$ cat src/rtl/vec_cache_req_merge_arb.sv
// Per-channel request merge stage. The read and write crossbar outputs each
// feed their own small FIFO. One request per cycle goes to the tag pipeline.
// Reads win by default. A starvation counter and a full write FIFO force a
// write grant. A grant that stalls is locked until the tag pipeline accepts it.
module vec_cache_req_merge_arb #(
    parameter int PLD_WIDTH    = 128,
    parameter int RD_DEPTH     = 4,
    parameter int WR_DEPTH     = 4,
    parameter int STARVE_LIMIT = 8
) (
    input  logic                        clk,
    input  logic                        rst,
    input  logic                        rd_req_vld,
    input  logic [PLD_WIDTH-1:0]        rd_req_pld,
    output logic                        rd_req_rdy,
    input  logic                        wr_req_vld,
    input  logic [PLD_WIDTH-1:0]        wr_req_pld,
    output logic                        wr_req_rdy,
    output logic                        out_vld,
    output logic [PLD_WIDTH-1:0]        out_pld,
    output logic                        out_is_wr,
    input  logic                        out_rdy,
    output logic [$clog2(RD_DEPTH):0]   rd_cnt,
    output logic [$clog2(WR_DEPTH):0]   wr_cnt
);

    localparam int RD_AW = $clog2(RD_DEPTH);
    localparam int WR_AW = $clog2(WR_DEPTH);
    localparam int RD_CW = RD_AW + 1;
    localparam int WR_CW = WR_AW + 1;

    logic [PLD_WIDTH-1:0] rd_mem [RD_DEPTH];
    logic [PLD_WIDTH-1:0] wr_mem [WR_DEPTH];
    logic [RD_AW-1:0]     rd_wptr, rd_rptr;
    logic [WR_AW-1:0]     wr_wptr, wr_rptr;

    logic [7:0]           starve_cnt;
    logic                 lock_vld;
    logic                 lock_is_wr;
    logic                 sel_wr;

    logic                 rd_push, rd_pop, wr_push, wr_pop, fire;

    // Ready comes from the registered count only, so a same-cycle pop
    // never re-opens a full FIFO.
    assign rd_req_rdy = (rd_cnt < RD_CW'(RD_DEPTH));
    assign wr_req_rdy = (wr_cnt < WR_CW'(WR_DEPTH));

    assign rd_push = rd_req_vld && rd_req_rdy;
    assign wr_push = wr_req_vld && wr_req_rdy;
    assign fire    = out_vld && out_rdy;
    assign rd_pop  = fire && !sel_wr;
    assign wr_pop  = fire && sel_wr;

    // Arbitration from the FIFO heads; a locked grant overrides a fresh decision.
    always_comb begin
        // NOTE: every signal written here gets a default first, so no path
        // leaves it unassigned and no latch is inferred.
        sel_wr = 1'b0;
        if (lock_vld)
            sel_wr = lock_is_wr;
        else if (rd_cnt == '0)
            sel_wr = (wr_cnt != '0);
        else if (wr_cnt != '0)
            sel_wr = (starve_cnt == 8'(STARVE_LIMIT)) || (wr_cnt == WR_CW'(WR_DEPTH));
    end

    assign out_vld   = (rd_cnt != '0) || (wr_cnt != '0);
    assign out_is_wr = out_vld && sel_wr;
    assign out_pld   = sel_wr ? wr_mem[wr_rptr] : rd_mem[rd_rptr];

    // Payload storage for both FIFOs.
    always_ff @(posedge clk) begin
        // NOTE: the storage arrays are left out of reset on purpose; the
        // counts alone say which entries are valid, and unreset arrays map
        // onto plain RAM/flop banks without a reset tree.
        if (rd_push) rd_mem[rd_wptr] <= rd_req_pld;
        if (wr_push) wr_mem[wr_wptr] <= wr_req_pld;
    end

    // Read FIFO pointers and occupancy.
    always_ff @(posedge clk) begin
        // NOTE: state registers use non-blocking assignments so every
        // register here samples pre-edge values, whatever the statement order.
        if (rst) begin
            rd_wptr <= '0;
            rd_rptr <= '0;
            rd_cnt  <= '0;
        end else begin
            if (rd_push) rd_wptr <= rd_wptr + RD_AW'(1);
            if (rd_pop)  rd_rptr <= rd_rptr + RD_AW'(1);
            case ({rd_push, rd_pop})
                2'b10:   rd_cnt <= rd_cnt + RD_CW'(1);
                2'b01:   rd_cnt <= rd_cnt - RD_CW'(1);
                default: rd_cnt <= rd_cnt;
            endcase
        end
    end

    // Write FIFO pointers and occupancy.
    always_ff @(posedge clk) begin
        if (rst) begin
            wr_wptr <= '0;
            wr_rptr <= '0;
            wr_cnt  <= '0;
        end else begin
            if (wr_push) wr_wptr <= wr_wptr + WR_AW'(1);
            if (wr_pop)  wr_rptr <= wr_rptr + WR_AW'(1);
            case ({wr_push, wr_pop})
                2'b10:   wr_cnt <= wr_cnt + WR_CW'(1);
                2'b01:   wr_cnt <= wr_cnt - WR_CW'(1);
                default: wr_cnt <= wr_cnt;
            endcase
        end
    end

    // Grant lock: freeze the selection while the tag pipeline stalls.
    always_ff @(posedge clk) begin
        if (rst) begin
            lock_vld   <= 1'b0;
            lock_is_wr <= 1'b0;
        end else if (out_vld && !out_rdy) begin
            lock_vld   <= 1'b1;
            lock_is_wr <= sel_wr;
        end else if (fire) begin
            lock_vld   <= 1'b0;
            lock_is_wr <= 1'b0;
        end
    end

    // Starvation counter: counts reads that bypass a waiting write.
    always_ff @(posedge clk) begin
        if (rst)
            starve_cnt <= '0;
        else if (wr_pop)
            starve_cnt <= '0;
        else if (rd_pop && (wr_cnt != '0) && (starve_cnt != 8'(STARVE_LIMIT)))
            starve_cnt <= starve_cnt + 8'd1;
    end

    a_rd_no_push_full: assert property (@(posedge clk) !(!rst && rd_push && rd_cnt == RD_CW'(RD_DEPTH)));
    a_wr_no_push_full: assert property (@(posedge clk) !(!rst && wr_push && wr_cnt == WR_CW'(WR_DEPTH)));
    a_rd_no_pop_empty: assert property (@(posedge clk) !(!rst && rd_pop && rd_cnt == '0));
    a_wr_no_pop_empty: assert property (@(posedge clk) !(!rst && wr_pop && wr_cnt == '0));
    a_out_stable:      assert property (@(posedge clk)
        (!rst && out_vld && !out_rdy) |=> (rst || (out_vld && $stable(out_pld) && $stable(out_is_wr))));

endmodule

$ cat config.mk
export PLATFORM = sky130hd
export DESIGN_NAME = vec_cache_req_merge_arb
export DESIGN_NICKNAME = d
export VERILOG_FILES = /design/src/rtl/vec_cache_req_merge_arb.sv
export SDC_FILE = /design/constraint.sdc
export NUM_CORES = 1
export LEC_CHECK = 0
export BUFFER_PORTS_ARGS = -buffer_cell sky130_fd_sc_hd__buf_4
export CAP_MARGIN = 20
export CORE_MARGIN = 2
export CORE_UTILIZATION = 61
export CTS_BUF_LIST = sky130_fd_sc_hd__clkbuf_2
export DETAILED_ROUTE_END_ITERATION = 8
export HOLD_SLACK_MARGIN = 0.05
export PLACE_DENSITY_LB_ADDON = 0.05
export SYNTH_ARGS = -nofsm -noshare
export SYNTH_HDL_FRONTEND = slang
export SYNTH_SLANG_ARGS = --single-unit
$ cat constraint.sdc
create_clock -name clk -period 6.4 [get_ports clk]
set_clock_uncertainty 0.2 [all_clocks]
set_input_delay 0.64 -clock clk [delete_from_list [all_inputs] [get_ports clk]]
set_output_delay 0.64 -clock clk [all_outputs]
set_load 0.02 [all_outputs]
Word-level counts from Yosys, hierarchy flattened --
Memories as Yosys holds them, arrays and structs flattened. A register that Yosys moved wholly into a read port is not among the register bits. Index checks and enable logic that the tools add are counted.
Cells by class: $lt $le $gt $ge 2, multiplexer cells 17, eq/ne operators 7, reduce and logical (&&, ||, !) cells 20, $add $sub $neg 9
Operators by type and width (number):
- 2-to-1 mux 128 bit | 1
- one-hot mux 3 bit (2 select lines) | 2
- 2-to-1 mux 1 bit | 10
- logical AND 1 bit | 9
- adder 2 x 1 -> 2 bit, second input constant | 4
- adder 8 x 1 -> 8 bit, second input constant | 1
- equality test 8 x 4 -> 1 bit, second input constant | 1
- 2-to-1 mux 2 bit | 4
- inequality test 8 x 4 -> 1 bit, second input constant | 1
- adder 3 x 1 -> 3 bit, second input constant | 2
- < comparator 3 bit, second input constant | 2
- nonzero test 2 bit | 3
- nonzero test 3 bit | 2
- subtractor 3 x 1 -> 3 bit, second input constant | 2
- equality test 2 x 1 -> 1 bit, second input constant | 2
- equality test 2 bit, second input constant | 2
- equality test 3 bit, second input constant | 1
- logical NOT 3 bit | 1
- logical NOT 1 bit | 2
- logical OR 1 bit | 2
- OR reduction 2 bit | 1
Storage, ports and cells: output and inout port bits 138, input bits 261, RAM bits 1024, register bits after elaboration 24, memories 2
Memory list:
- rd_mem | depth 4, width 128, read ports 1, clocked after memory_dff 1, wr ports 1, line 32 | logic [PLD_WIDTH-1:0] rd_mem [RD_DEPTH];
- wr_mem | depth 4, width 128, read ports 1, clocked after memory_dff 1, wr ports 1, line 33 | logic [PLD_WIDTH-1:0] wr_mem [WR_DEPTH];

Depth between registers and ports, before layout --
word-level depth 9, depth in mapped cells 14

Least setup slack after synthesis --
Ideal clock, no wire load.
path type input port to flip-flop, from input rd_req_vld, to memory rd_mem[0][0], enable pin, path slack 1.736 ns, stages on the path 3, library setup time 0.502 ns, data arrival time 3.962 ns, buffers on the path 1, cell sequence nor2b_1 > clkbuf_1 > and2_1
Between the ends: word-level cells in the longest chain between the ends 3
Ends and longest elaborated chain:
- from (decl) | line 13 | input logic rd_req_vld,
- logical AND 1 bit | line 49 | assign rd_push = rd_req_vld && rd_req_rdy;
- 2-to-1 mux 1 bit | line 77 | if (rd_push) rd_mem[rd_wptr] <= rd_req_pld;
- 2-to-1 mux 1 bit (implied by the code) | line 77
- to (decl) | line 32
No other way between the ends.

Worst setup path after layout --
from register starve_cnt[0], to output out_pld[44]
Between the ends: word-level cells in the longest chain between the ends 6
Ends and longest elaborated chain:
- from (decl) | line 37 | logic [7:0] starve_cnt;
- from (signal assigned) | line 138 | starve_cnt <= starve_cnt + 8'd1;
- equality test 8 x 4 -> 1 bit | line 65 | sel_wr = (starve_cnt == 8'(STARVE_LIMIT)) || (wr_cnt == WR_CW'(WR_DEPTH));
- logical OR 1 bit | line 65
- 2-to-1 mux 1 bit | line 64 | else if (wr_cnt != '0)
- 2-to-1 mux 1 bit | line 62 | else if (rd_cnt == '0)
- 2-to-1 mux 1 bit | line 60 | if (lock_vld)
- 2-to-1 mux 128 bit | line 70 | assign out_pld = sel_wr ? wr_mem[wr_rptr] : rd_mem[rd_rptr];
- to (decl) | line 20 | output logic [PLD_WIDTH-1:0] out_pld,
No other way between the ends.

==> flow_summary.json <==
{
  "hold_viol_final": 0,
  "multi_input_area_sq_um": 8130,
  "clock-sinks": 1052,
  "yosys.area_share.simple_pct": 0.917,
  "switching_share_pct": 32.6,
  "yosysWarnings": 0,
  "required_ns": 5.56,
  "switching_power_mw": 6.38,
  "rsz0062_at_grt": "false",
  "min_period_ns": 4.98,
  "ys_async_sr_fraction_pct": 0,
  "ctsHoldBuffers": 520,
  "holdWs_ns": 0.245,
  "critPathKind": "flip-flop to output pin",
  "vias": 21500,
  "die_h_microns": 260,
  "setup_viol": 0,
  "ctsRootBufferMaster": "clkbuf_2",
  "totalPowerFinal_mw": 19.6,
  "r2r_end": "rd_cnt[2]",
  "drive_gt1_share_pct": 41.0,
  "ys_types": 46,
  "synth_cells": 1651,
  "cts_buffer_depth": 3,
  "p_seq_share_pct": 44.8,
  "hold_class": "primary input to flip-flop",
  "p_per_area_nw_per_um2": 382,
  "fp.dieW_microns": 260,
  "core_sq_um": 64500,
  "tightest_slew_ns": 1.04,
  "register_area_sq_um": 31300,
  "synth_top_family_by_area": "multiplexers",
  "hpwlAfterDp_microns": 47800,
  "area_growth_pct": 28.5,
  "antenna_found_initial": 22,
  "first_pass_iters": 8,
  "fin_area_sq_um": 51200,
  "holdCritStartpoint": "out_rdy",
  "pin_count": 399,
  "worst_setup_path_end_kind": "output pin",
  "synth_xor_area_share_pct": 0.264,
  "grt_pass1_vias": 23500,
  "synthAdderAreaFrac_pct": 0.477,
  "slew_headroom_pct": 30.7,
  "synth-main-ff-cell": "edfxtp_1",
  "clock_latency_ns": 1.36,
  "cts_setup_buffers": 0,
  "antenna_left": 0,
  "post_drt_wl_per_cell_microns": 24.0,
  "p_comb_share_pct": 34.6,
  "wl_microns": 91100,
  "synth-seq-area-share_pct": 78.6,
  "grt_max_degree": 90,
  "p_clk_share_pct": 20.6,
  "synth_mux_area_share_pct": 18.1,
  "cts-htree-levels": 4,
  "p_leak_nw": 17.6,
  "place.gp.congestion": 0.748,
  "synth_enable_flop_cells": 1024,
  "rr_worst_depth": 13,
  "final_max_slew_viol_count": 0,
  "initial_core_util_pct": 61.8,
  "fmax_mhz": 201,
  "cts_tree": "built",
  "drv_cap": 0,
  "p_int_mw": 13.2,
  "drtIter0Drc": 1760,
  "tns_ns": 0,
  "hold_end": "starve_cnt[4]",
  "worstSetupStartpointType": "flip-flop",
  "outcome": "completed",
  "synth_nets": 1926,
  "die_area_sq_um": 67400,
  "grt_pass1_wl_microns": 137000,
  "critical_path.max_fanout": 61,
  "reg2reg_from": "starve_cnt[0]",
  "rows": 93,
  "syn_area_sq_um": 39800,
  "synth_compound_area_share_pct": 0.524,
  "io_buffers": 398,
  "drc": 0,
  "irDropWorstVdd_mv": 0.629,
  "cts-resized-gates": 0,
  "postPlaceCellArea_sq_um": 43900,
  "post_synth.cell_area_avg_sq_um": 24.1,
  "nFillCells": 3401,
  "post-route-util_pct": 79.4,
  "worstPathArrival_ns": 4.14,
  "final_nets": 3030,
  "whs_path_depth": 6,
  "clkTransAtPathRegs_ns": 0.11,
  "cts_buffers": 240,
  "ys_ff_latch": 1052,
  "via_per_inst": 5.67,
  "post-route-period-util_pct": 77.8,
  "overflow": 0,
  "r2r_slack_ns": 2.85,
  "grt.total_usage_pct": 27.7
}
synth_stat cells (all sizes together) (3+ instances only):
master | count | area share, %
and2 | 9 | 0.14
nor2 | 27 | 0.29
clkbuf | 42 | 0.40
dfxtp | 28 | 1.4
mux2 | 129 | 3.6
nand4 | 3 | 0.047
buf | 35 | 0.52
nand3 | 6 | 0.075
inv | 17 | 0.16
xor2 | 7 | 0.15
edfxtp | 1024 | 77
o21ai | 8 | 0.13
a21oi | 12 | 0.17
or3 | 5 | 0.091
nor3 | 3 | 0.063
mux4 | 256 | 14
xnor2 | 5 | 0.11
ha | 12 | 0.38
how the worst max path moves through the flow:
stage | cells past startpoint | slack, ns | startpoint | endpoint
2_1_floorplan | 3 | 1.74 | rd_req_vld | rd_mem[0][0]
3_3_place_gp | 8 | 2.84 | starve_cnt[0] | out_pld[44]
3_5_place_dp | 8 | 2.82 | starve_cnt[0] | out_pld[44]
4_1_cts | 8 | 1.21 | starve_cnt[0] | out_pld[44]
5_1_grt | 8 | 1.11 | starve_cnt[0] | out_pld[44]
6_report | 8 | 1.42 | starve_cnt[0] | out_pld[44]
power by group through the flow:
stage          Sequential [mW]  Clock [mW]  Combinational, mW
3_3_place_gp              8.95           0               6.37
6_report                  8.77        4.02               6.77
5_1_grt                   8.84        4.46               7.14
4_1_cts                   8.85        4.10               6.71
2_1_floorplan             8.87           0               4.20
3_5_place_dp              9.01           0               6.42
cells in the final DEF, fill, tap and decap left out, types with 2 or more instances in the layout:
cell	count
a21oi_1	10
and2_4	8
buf_12	11
buf_4	407
clkbuf_2	355
clkinv_1	44
clkinv_2	3
clkinvlp_4	3
dfxtp_1	24
dfxtp_4	4
diode_2	15
dlygate4sd3_1	520
edfxtp_1	1024
fa_1	2
ha_1	12
inv_1	17
inv_2	4
inv_6	3
mux2_2	129
mux4_2	256
nand2_1	2
nand3_1	6
nand4_1	3
nor2_1	22
nor2_2	5
nor2b_1	2
nor3_2	2
nor3b_1	2
o21ai_0	6
or3_1	4
xnor2_1	5
xor2_1	7
flip-flops by register name (all words and copies together) (netlist names), named ones only:
name,cells
lock_is_wr,1
lock_vld,1
rd_cnt,3
rd_mem,512
rd_rptr,2
rd_wptr,2
starve_cnt,8
wr_cnt,3
wr_mem,512
wr_rptr,2
wr_wptr,2
critical path, stage by stage (launching register included):
cell,delay [ns]
dfxtp_1,0.35
inv_1,0.10
ha_1,0.14
nor4b_2,0.17
nand3_1,0.27
a21oi_4,0.26
buf_4,0.81
mux2_2,0.48
buf_4,0.17
layer usage:
layer	routed length, microns	part of all wire (%)	vias up	GRT usage [%]
li1	-	-	9398	-
met2	48600	53	743	47.9
met1	34500	38	11200	34.6
met3	6090	6.7	132	7.28
met5	115	0.13	-	0
met4	1750	1.9	18	8.96
cell type report:
type | count | share of cell area (%)
Tap cell | 855 | 2.09
Sequential cell | 1052 | 61.2
Clock buffer | 355 | 3.47
Timing Repair Buffer | 939 | 16.6
Antenna cell | 15 | 0.0733
Clock inverter | 59 | 0.552
Inverter | 17 | 0.125
Multi-Input combinational cell | 505 | 15.9
kinds of logic after synthesis:
logic type	count (synthesis)
multiplexers	386
flip-flops	1052
adder cells (fa/ha/maj)	14
XOR/XNOR	12
buffers and inverters	94
AO/OA/AOI/OAI	28
AND/OR/NAND/NOR	65
metrics by stage:
step                      instances  worst slack [ns]
after floorplan                1651              1.74
after global placement         2847              2.84
after detailed placement       2847              2.82
after CTS                      3781              1.21
after global routing           3794              1.11
final                          3797              1.42
Power figures use the tool's default switching activity.
